==> src/rtl/sram_access_arbiter.sv <==
// Arbitrates the quad-SPI SRAM command port between the audio datapath and the host register
// path, one word transaction at a time, with host anti-starvation and a completion timeout.
module sram_access_arbiter #(
  parameter int unsigned ADDR_W        = 17,
  parameter int unsigned DATA_W        = 16,
  parameter int unsigned HOST_MAX_WAIT = 4,
  parameter int unsigned TIMEOUT_CYC   = 1024
) (
  input  logic              clk_i,
  input  logic              reset_i,
  input  logic              aud_req_i,
  input  logic              aud_we_i,
  input  logic [ADDR_W-1:0] aud_addr_i,
  input  logic [DATA_W-1:0] aud_wdata_i,
  output logic              aud_ack_o,
  input  logic              host_req_i,
  input  logic              host_we_i,
  input  logic [ADDR_W-1:0] host_addr_i,
  input  logic [DATA_W-1:0] host_wdata_i,
  output logic              host_ack_o,
  output logic [DATA_W-1:0] rd_data_o,
  output logic              resp_err_o,
  output logic              mem_start_o,
  output logic              mem_we_o,
  output logic [ADDR_W-1:0] mem_addr_o,
  output logic [DATA_W-1:0] mem_wdata_o,
  input  logic              mem_busy_i,
  input  logic              mem_done_i,
  input  logic [DATA_W-1:0] mem_rdata_i,
  output logic              timeout_flag_o,
  input  logic              clear_flag_i,
  output logic              busy_o
);

  localparam int unsigned StarveW = $clog2(HOST_MAX_WAIT + 1);
  localparam int unsigned TmoW    = $clog2(TIMEOUT_CYC + 1);

  typedef enum logic [1:0] {StIdle, StIssue, StWait, StResp} state_e;

  state_e              state_q, state_d;
  logic                owner_host_q, owner_host_d;
  logic                mem_we_q, mem_we_d;
  logic [ADDR_W-1:0]   mem_addr_q, mem_addr_d;
  logic [DATA_W-1:0]   mem_wdata_q, mem_wdata_d;
  logic [DATA_W-1:0]   rd_data_q, rd_data_d;
  logic                resp_err_q, resp_err_d;
  logic                timeout_flag_q, timeout_flag_d;
  logic [StarveW-1:0]  starve_cnt_q, starve_cnt_d;
  logic [TmoW-1:0]     tmo_cnt_q, tmo_cnt_d;

  logic grant;
  logic host_win;
  logic tmo_hit;

  assign grant    = (aud_req_i | host_req_i) & ~mem_busy_i;
  assign host_win = host_req_i & (~aud_req_i | (starve_cnt_q == StarveW'(HOST_MAX_WAIT)));
  // Abort one cycle after the counter reaches TIMEOUT_CYC-1, so the ack lands
  // TIMEOUT_CYC+2 cycles after mem_start.
  assign tmo_hit  = (tmo_cnt_q == TmoW'(TIMEOUT_CYC));

  always_ff @(posedge clk_i) begin
    if (reset_i) begin
      state_q        <= StIdle;
      owner_host_q   <= 1'b0;
      mem_we_q       <= 1'b0;
      mem_addr_q     <= '0;
      mem_wdata_q    <= '0;
      rd_data_q      <= '0;
      resp_err_q     <= 1'b0;
      timeout_flag_q <= 1'b0;
      starve_cnt_q   <= '0;
      tmo_cnt_q      <= '0;
    end else begin
      state_q        <= state_d;
      owner_host_q   <= owner_host_d;
      mem_we_q       <= mem_we_d;
      mem_addr_q     <= mem_addr_d;
      mem_wdata_q    <= mem_wdata_d;
      rd_data_q      <= rd_data_d;
      resp_err_q     <= resp_err_d;
      timeout_flag_q <= timeout_flag_d;
      starve_cnt_q   <= starve_cnt_d;
      tmo_cnt_q      <= tmo_cnt_d;
    end
  end

  always_comb begin
    state_d = state_q;
    unique case (state_q)
      StIdle:  if (grant) state_d = StIssue;
      StIssue: state_d = StWait;
      StWait:  if (mem_done_i || tmo_hit) state_d = StResp;
      StResp:  state_d = StIdle;
      default: state_d = StIdle;
    endcase
  end

  always_comb begin
    owner_host_d   = owner_host_q;
    mem_we_d       = mem_we_q;
    mem_addr_d     = mem_addr_q;
    mem_wdata_d    = mem_wdata_q;
    rd_data_d      = rd_data_q;
    resp_err_d     = resp_err_q;
    starve_cnt_d   = starve_cnt_q;
    tmo_cnt_d      = tmo_cnt_q;
    // A set in the same cycle as clear_flag wins.
    timeout_flag_d = timeout_flag_q & ~clear_flag_i;
    unique case (state_q)
      StIdle: begin
        if (!host_req_i) starve_cnt_d = '0;
        if (grant) begin
          owner_host_d = host_win;
          tmo_cnt_d    = '0;
          if (host_win) begin
            mem_we_d     = host_we_i;
            mem_addr_d   = host_addr_i;
            mem_wdata_d  = host_wdata_i;
            starve_cnt_d = '0;
          end else begin
            mem_we_d    = aud_we_i;
            mem_addr_d  = aud_addr_i;
            mem_wdata_d = aud_wdata_i;
            if (host_req_i && (starve_cnt_q != StarveW'(HOST_MAX_WAIT))) begin
              starve_cnt_d = starve_cnt_q + StarveW'(1);
            end
          end
        end
      end
      StWait: begin
        if (mem_done_i) begin
          if (!mem_we_q) rd_data_d = mem_rdata_i;
          resp_err_d = 1'b0;
        end else if (tmo_hit) begin
          rd_data_d      = '0;
          resp_err_d     = 1'b1;
          timeout_flag_d = 1'b1;
        end else begin
          tmo_cnt_d = tmo_cnt_q + TmoW'(1);
        end
      end
      default: ;
    endcase
  end

  always_comb begin
    mem_start_o = (state_q == StIssue);
    aud_ack_o   = (state_q == StResp) & ~owner_host_q;
    host_ack_o  = (state_q == StResp) & owner_host_q;
    busy_o      = (state_q != StIdle);
  end

  assign mem_we_o       = mem_we_q;
  assign mem_addr_o     = mem_addr_q;
  assign mem_wdata_o    = mem_wdata_q;
  assign rd_data_o      = rd_data_q;
  assign resp_err_o     = resp_err_q;
  assign timeout_flag_o = timeout_flag_q;

endmodule

==> config.mk <==
export PLATFORM = sky130hd
export DESIGN_NAME = sram_access_arbiter
export DESIGN_NICKNAME = d
export VERILOG_FILES = /design/src/rtl/sram_access_arbiter.sv
export SDC_FILE = /design/constraint.sdc
export NUM_CORES = 1
export LEC_CHECK = 0
export CAP_MARGIN = 20
export CORE_ASPECT_RATIO = 1.75
export CORE_MARGIN = 5
export CORE_UTILIZATION = 38
export CTS_CLUSTER_DIAMETER = 60
export DETAILED_ROUTE_END_ITERATION = 7
export GPL_TIMING_DRIVEN = 0
export PLACE_DENSITY = 0.77
export REMOVE_ABC_BUFFERS = 1
export SYNTH_ARGS = -nofsm -noshare
export SYNTH_HDL_FRONTEND = slang
export SYNTH_SLANG_ARGS = --single-unit
==> constraint.sdc <==
create_clock -name clk_i -period 1.9 [get_ports clk_i]
set_input_delay 0.475 -clock clk_i [delete_from_list [all_inputs] [get_ports clk_i]]
set_output_delay 0.475 -clock clk_i [all_outputs]
set_load 0.01 [all_outputs]
# --- After elaboration in Yosys (flattened, before gate mapping) ---
# Cells that the tools add are included.
totals:
  register_bits: 69
  input_bits: 91
  out_inout_bits: 56
  word_cells: 67
op_classes:
  n_addsub: 2
  eq_ne: 11
  n_mux: 22
  n_bitwise: 11
  n_reduce_logical: 11
op_table:
  columns: ["cell", "n"]
  rows:
  - ["16-bit two-way mux", 4]
  - ["11-bit two-way mux", 3]
  - ["11-bit case mux with 2 select lines", 1]
  - ["17-bit two-way mux", 1]
  - ["3-bit two-way mux", 4]
  - ["11-bit by 1-bit adder with 11-bit output (second input constant)", 1]
  - ["11-bit equality test (second input constant)", 1]
  - ["2-bit != test (second input constant)", 5]
  - ["2-bit case mux with 4 select lines", 1]
  - ["1-bit two-way mux", 6]
  - ["2-bit AND reduction", 3]
  - ["2-bit nonzero test", 3]
  - ["1-bit AND", 5]
  - ["2-bit equality test (second input constant)", 2]
  - ["2-bit two-way mux", 2]
  - ["1-bit inverter", 4]
  - ["4-bit AND reduction", 1]
  - ["3-bit by 1-bit adder with 3-bit output (second input constant)", 1]
  - ["3-bit equality test (second input constant)", 1]
  - ["3-bit != test (second input constant)", 1]
  - ["3-bit AND reduction", 1]
  - ["2-bit by 1-bit equality test with 1-bit output (second input constant)", 1]
  - ["2-bit zero test", 1]
  - ["1-bit OR", 2]
  - ["other kinds (2)", 2]

# --- Logic depth before layout (Yosys ltp) ---
# Gate-level depths: netlist (run 1).
depth:
  word_depth: 5
  depth_mapped: 8
  ltp_nobuf: 6

# --- Worst setup path before layout (run 1) ---
# Ideal clock, no wire load.
synth_timing:
  path_kind: "register -> register"
  from: "register state_q[0]"
  to: "register tmo_cnt_q[4]"
  setup_ns: 0.086
  arrival_ns: 1.782
  required_time_ns: 1.814
  path_slack_ns: 0.033
  path_stages_with_launch: 7
  n_path_buf: 0
  synth_period_minus_slack_ns: 1.867
  path_cell_list: "dfxtp_1 inv_1 ha_1 inv_1 a2bb2oi_1 or4b_2 a211oi_1"
synth_between:
  elab_chain_len: 3
  elab_cells_between_ends: 8
  classes_between: "eq/ne: 4; mux: 1; reduce/logical: 3"
synth_lines:
  columns: ["item", "line_no", "rtl"]
  rows:
  - ["start: declaration", "40", "state_e state_q, state_d;"]
  - ["start signal: assignment", "63", "state_q <= StIdle;"]
  - ["start signal: assignment", "74", "state_q <= state_d;"]
  - ["2-bit equality test / 2-bit zero test (equally long branches)", "109", "unique case (state_q)"]
  - ["2-bit != test (no source line) / 2-bit nonzero test (equally long branches)", null, null]
  - ["4-bit AND reduction (no source line)", null, null]
  - ["end signal: assignment", "83", "tmo_cnt_q <= tmo_cnt_d;"]
  - ["end: declaration", "49", "logic [TmoW-1:0] tmo_cnt_q, tmo_cnt_d;"]
# Several ways; a longest one is shown, not always the timed one.
# A chain may end at the register's enable or synchronous reset.

# --- Worst setup path in the final report (run 1) ---
layout_timing:
  from: "input port host_req_i"
  to: "register tmo_cnt_q[4]"
layout_between:
  elab_chain_len: 4
layout_lines:
  columns: ["item", "line_no", "rtl"]
  rows:
  - ["start: declaration", "16", "input logic host_req_i,"]
  - ["1-bit OR", "55", "assign grant = (aud_req_i | host_req_i) & ~mem_busy_i;"]
  - ["1-bit AND", "55", null]
  - ["2-bit != test (no source line)", null, null]
  - ["4-bit AND reduction (no source line)", null, null]
# No other way between the ends.

==> summary.md, run 1 <==
| Metric | Value |
|---|---|
| Vias per cell | 5.29 |
| Clock sinks | 69 |
| Seq cells post-synth | 69 |
| CP Launch Type | input port |
| DP Wirelength | 7180 um |
| Power Density | 1050 nW/um^2 |
| Slack of the critical path | 0.0168 ns |
| Status | finished clean |
| Worst skew pair latency | 0.33 ns |
| Async set-reset flop share out of synthesis | 0 |
| FMAX | 531 MHz |
| Worst-case clock skew | 0.00484 ns |
| Vias | 3357 |
| GR Overflow Total | 0 |
| Kind of critical path | in2reg |
| WL final | 10400 um |
| Clock-pin slew on the worst setup and hold paths | 0.06 ns |
| Core ar. | 8370 sq um |
| Die area | 10600 sq um |
| Mean Syn Cell Area | 8.77 sq um |
| Routed len/inst | 16.4 um |
| VDD IR max | 0.000585 V |
| Sequential share of the synthesized area | 0.423 |
| Area contributors post-synth | dfxtp_1 (42%), mux2i_1 (10%), a211oi_1 (8.3%), a21oi_1 (4.6%), nor2_1 (4.5%) |
| Initial Util | 0.391 |
| Largest net degree at the start of global routing | 51 |
| CTS root buf | clkbuf_16 |
| DRC Markers | 0 |
| Antenna Nets Post-Route | 0 |
| HP Class | reg2reg |
| Worst hold slack | 0.465 ns |
| Post-synth EDFFs | 0 |
| Die height | 133 um |
| Least-Margin Pin Slew | 0.769 ns |
| Final Cycle Share | 0.991 |
| Synth cell types | 42 |
| I/O pin count | 147 |
| CTS tree | yes |
| DR iter-0 viols | 156 |
| TritonCTS buffer count | 9 |
| Nets | 613 |
| CP arrival | 2.13 ns |
| Post-Syn Area | 3270 sq um |
| Max-cap viol count | 0 |
| Pleak | 0.00200 uW |
| Mapped Cells | 373 |
| Vias in the first global route | 3180 |
| Fin. Hold Viols | 0 |
| Final Wtd Congestion | 0.782 |
| Setup WS pre-CTS | -0.706 ns |
| Initial antenna violation count | 0 |
| Bufs on Longest Clock Path | 2 |
| Fin util | 0.637 |
| Ratio of cells with drive above 1 in the final layout | 0.108 |
| Tot GR Track Use | 0.178 |
| Crit. End Element | flip-flop |
| First-pass GRT wire length | 15000 um |
| Top-area cell type share of the netlist area | 0.423 |
| Critical Path RT | 2.15 ns |
| Area leader, netlist | dfxtp_1 |
| Crit Path Max Fanout | 13 |
| RSZ-0062 raised after global routing | true |
| Port bufs | 146 |
| P&R area growth vs syn | 63.0% |
| Antenna cells | 0 |
| Main flop type after synthesis | dfxtp_1 |
| Total Power | 5590 uW |
| Slew HR | 0.488 |
| Min Tclk post-route | 1.88 ns |
| Placement Rows | 44 |
| Max-slew violations | 0 |
| Max H-tree Level | 3 |
| Yosys warnings | 0 |
| TritonRoute pass-1 iters | 4 |
| Setup-failing EPs final | 0 |
| Die Wd | 80.1 um |
[power breakdown]
part / switching (uW) / internal [uW]
logic: 1070 / 1030
clock network: 622 / 1020
registers: 153 / 1700
[synth_stat cells, types with 5 or more instances]
master and number:
a211oi_1 36, a21oi_1 30, buf_2 5, clkbuf_1 18
dfxtp_1 69, ha_1 8, inv_1 12, mux2i_1 34
nand2_1 28, nand3_1 7, nor2_1 39, nor3_1 5
o21ai_0 14, o21ai_1 8, o31ai_1 5, or4_1 5
[kinds of logic (layout without fill, tap and decap cells)]
| logic type | after synthesis | in the layout | synth area share |
|---|---|---|---|
| fa+ha+maj | 8 | 8 | 0.0306 |
| flops | 69 | 69 | 0.423 |
| compound gates | 115 | 117 | 0.232 |
| simple gates | 108 | 109 | 0.160 |
| buf+inv | 38 | 181 | 0.0478 |
| mux | 35 | 35 | 0.108 |
[cell usage in the layout, fill, tap and decap left out, types with 3 or more instances in the layout]
master           instances
o31ai_1                  4
clkbuf_16                9
o21ai_2                  4
inv_1                    9
dfxtp_1                 65
buf_12                   3
nand2_1                 27
o21ai_0                  8
nor2b_1                  4
nor3_1                   3
clkdlybuf4s50_1        137
mux2i_1                 33
a211oi_1                35
o21ai_1                 12
nand3_1                  7
ha_1                     6
o211ai_1                 3
or3_1                    4
o31a_1                   4
nor2_1                  38
dfxtp_2                  4
a21oi_1                 30
or4_1                    5
dlygate4sd2_1            8
buf_4                    3
[worst max-delay path, stage by stage]
cell and delay [ns]:
dlygate4sd2_1 0.42, nor2_1 0.24, a2bb2oi_4 0.24, or4b_4 0.55
a211oi_2 0.21
[timing repair]
item                                    CTS  global route
hold buffers                              0             0
gates cloned                              0             3
buffers inserted                          0             4
resized for setup                        30            21
pin swaps                                 3             4
endpoints found under the setup margin   66            50
[final timing paths]
path | slack (ns) | endpoint | from | depth (start not counted)
worst max-delay path | 0.02 | tmo_cnt_q[4] | host_req_i | 5
worst min-delay path | 0.47 | rd_data_o[11] | rd_data_o[11] | 2
worst min register to register | 0.47 | rd_data_o[11] | rd_data_o[11] | 2
worst max register to register | 0.03 | rd_data_o[10] | tmo_cnt_q[5] | 4
[flip-flops by register name, indices dropped and copies added (netlist names)]
register and cells:
mem_addr_o 17, mem_wdata_o 16, rd_data_o 16, tmo_cnt_q 11, starve_cnt_q 3, state_q 2
mem_we_o 1, owner_host_q 1, resp_err_o 1, timeout_flag_o 1
[per-layer routing]
metal,track usage,vias up,part of all wire
met5,0,-,0
met4,0.0883,0,0.026
met3,0.0653,20,0.089
met2,0.315,153,0.54
met1,0.177,1529,0.35
li1,-,1655,-
[per-stage QoR]
stage | setup TNS, ns | instances | area [sq um]
floorplan | -57.32 | 348 | 3160
global placement | -140.65 | 609 | 4770
detailed placement | -36.57 | 611 | 4810
CTS | -0.0711 | 627 | 5180
global route | -0.118 | 634 | 5330
finish | 0 | 634 | 5330
[layout make-up]
class / instances / area, sq um
Fill cell: 723 / 3040
Sequential cell: 69 / 1390
Tap cell: 115 / 144
Multi-Input combinational cell: 269 / 1910
Clock inverter: 5 / 60.1
Timing Repair Buffer: 152 / 1530
Clock buffer: 11 / 233
Inverter: 13 / 63.8
No activity file was read; power rests on OpenSTA's default activity.
==> run 2: changes to the inputs <==
--- a/config.mk
+++ b/config.mk
@@ -6,7 +6,7 @@
 export NUM_CORES = 1
 export LEC_CHECK = 0
 export CAP_MARGIN = 20
-export CORE_ASPECT_RATIO = 1.75
+export CORE_ASPECT_RATIO = 2
 export CORE_MARGIN = 5
 export CORE_UTILIZATION = 38
 export CTS_CLUSTER_DIAMETER = 60
@@ -14,6 +14,7 @@
 export GPL_TIMING_DRIVEN = 0
 export PLACE_DENSITY = 0.77
 export REMOVE_ABC_BUFFERS = 1
+export SKIP_LAST_GASP = 1
 export SYNTH_ARGS = -nofsm -noshare
 export SYNTH_HDL_FRONTEND = slang
 export SYNTH_SLANG_ARGS = --single-unit
==> run 2 against run 1 <==
Critical path depth increased by 1; fmax increased by 0.82%; combinational power decreased by 4%; largest cell class unchanged.
==> summary.md, run 2 (same netlist as run 1, synthesis figures left out) <==
| Metric | Value |
|---|---|
| Status | finished clean |
| Crit Path Max Fanout | 13 |
| # Post-CTS Setup Buffers | 0 |
| Worst reg2reg endpoint | tmo_cnt_q[4] |
| Logic pwr share | 0.361 |
| Final Wtd Congestion | 0.877 |
| Clock-pin slew on the worst setup and hold paths | 0.06 ns |
| Crit. End Element | flip-flop |
| Cell area after layout | 5230 sq um |
| Placement Rows | 48 |
| Slowest cell on crit path | or4b_4 |
| DP Area | 4800 sq um |
| Core ar. | 8530 sq um |
| Worst skew pair latency | 0.33 ns |
| VDD IR max | 0.000694 V |
| CTS tree | yes |
| Fin. Hold Viols | 0 |
| Final Cycle Share | 0.983 |
| Antenna cells | 0 |
| Vias | 3323 |
| Net Sw Power | 1810 uW |
| Bufs on Longest Clock Path | 2 |
| Max-slew violations | 0 |
| GR Overflow Total | 0 |
| Port bufs | 146 |
| Worst-case clock skew | 0.00368 ns |
| Slew HR | 0.584 |
| Min Tclk post-route | 1.87 ns |
| Hold Path Depth | 2 |
| Seq pwr share | 0.330 |
| Ratio of cells with drive above 1 in the final layout | 0.0875 |
| Hold EP | rd_data_o[6] |
| Die Wd | 75.6 um |
| TritonCTS buffer count | 9 |
| Delay-heaviest family, CP | simple AND/OR/NAND/NOR gates |
| Buf+Inv Stages, Crit Path | 1 |
| Power Density | 1070 nW/um^2 |
| Switch share | 0.324 |
| DR iter-0 viols | 145 |
| CTS root buf | clkbuf_16 |
| Tot GR Track Use | 0.192 |
| Pleak | 0.00199 uW |
| Nets | 608 |
| Critical path's largest stage delay | 0.56 ns |
| HP Class | reg2reg |
| Max-cap viol count | 0 |
| RSZ-0062 raised after global routing | true |
| Setup WS pre-CTS | -0.769 ns |
| Vias in the first global route | 3235 |
| Leading cell type in the layout, fill and taps excluded | clkdlybuf4s50_1 |
| Initial antenna violation count | 0 |
| I/O pin count | 147 |
| Clock share of power | 0.309 |
| R2R depth | 6 |
| Slack of the critical path | 0.0322 ns |
| Kind of critical path | reg2reg |
| Pint | 3770 uW |
| Least-Margin Pin Slew | 0.617 ns |
| CP arrival | 2.12 ns |
| FF-to-FF setup slack | 0.03 ns |
| DP Wirelength | 7480 um |
| WL final | 10300 um |
| Setup-failing EPs final | 0 |
| Hold path start | rd_data_o[6] |
| Die area | 10700 sq um |
| Fillers | 740 |
| Most frequent cells in the layout | clkdlybuf4s50_1 (137), dfxtp_1 (67), nor2_1 (38) |
| FMAX | 535 MHz |
| Flip-flop count of the largest register after layout | 17 |
| TritonRoute pass-1 iters | 6 |
| Clock sinks | 69 |
| P&R area growth vs syn | 60.1% |
| DRC Markers | 0 |
| Antenna Nets Post-Route | 0 |
| Vias per cell | 5.41 |
| Initial Util | 0.383 |
| First-pass GRT wire length | 15500 um |
| Die height | 141 um |
| Critical R2R Launch | state_q[1] |
| Critical Path, Cell by Cell | inv_1, ha_4, nand2b_4, a2bb2oi_2, or4b_4, a211oi_1 |
| Routed len/inst | 16.8 um |
| Critical Path RT | 2.15 ns |
| Largest net degree at the start of global routing | 51 |
| Max H-tree Level | 3 |
| CP Launch Type | flip-flop |
-- run 2: cell count changes in the layout (fill, tap and decap cells not counted), sizes merged --
cell,before,now
buf,7,3
clkinvlp,1,0
dlymetal6s2s,0,2
dlygate4sd2,8,5
clkdlybuf4s15,0,1
inv,13,14
nor2,40,39
-- run 2: worst max path at each step --
| stage | startpoint | to | cells past startpoint |
|---|---|---|---|
| after detailed placement | host_req_i | mem_addr_o[0] | 4 |
| after global routing | state_q[1] | mem_wdata_o[15] | 7 |
| after CTS | mem_busy_i | tmo_cnt_q[4] | 5 |
| after floorplan | state_q[1] | owner_host_q | 6 |
| final | state_q[1] | tmo_cnt_q[4] | 6 |
| after global placement | host_req_i | owner_host_q | 5 |
-- run 2: what timing repair did --
item | CTS | global route
resized for setup | 23 | 11
hold buffers | 0 | 0
endpoints found under the setup margin | 66 | 62
cloned | 1 | 1
pin swaps | 0 | 2
-- run 2: area by class of cell --
cell class	count	area (sq um)	area share
Clock buffer	11	253	0.0483
Clock inverter	5	57.6	0.0110
Inverter	13	56.3	0.0108
Multi-Input combinational cell	268	1860	0.356
Sequential cell	69	1380	0.264
Tap cell	100	125	0.0239
Timing Repair Buffer	148	1500	0.286
-- run 2: worst min-delay path: cells and delay by family, from the launching register on --
family / cells / cell delay (ns)
compound gates: 2 / 0.10
flops: 1 / 0.31
-- run 2: stage by stage --
stage | setup TNS [ns] | utilization | power [uW] | hold WS (ns) | std cells
after global placement | -138.10 | 0.557 | 3710 | 0.452 | 594
after detailed placement | -38.76 | 0.562 | 3760 | 0.462 | 596
final | 0 | 0.614 | 5580 | 0.464 | 614
after floorplan | -57.32 | - | 2800 | 0.465 | 348
after global routing | -2.24 | 0.614 | 5890 | 0.485 | 614
after CTS | -0.438 | 0.607 | 5610 | 0.468 | 613
-- run 2: layer usage --
layer / vias up / part of all wire / global-route usage
li1: 1645 / - / -
met3: 26 / 0.080 / 0.0700
met2: 125 / 0.55 / 0.340
met5: - / 0 / 0
met4: 0 / 0.036 / 0.104
met1: 1527 / 0.33 / 0.181
-- run 2: power by group through the flow --
stage	combinational (uW)	sequential (uW)	clock [uW]
6_report	2010	1840	1720
5_1_grt	2190	1870	1820
4_1_cts	2010	1840	1760
3_5_place_dp	1900	1860	0
3_3_place_gp	1860	1850	0
2_1_floorplan	848	1950	0
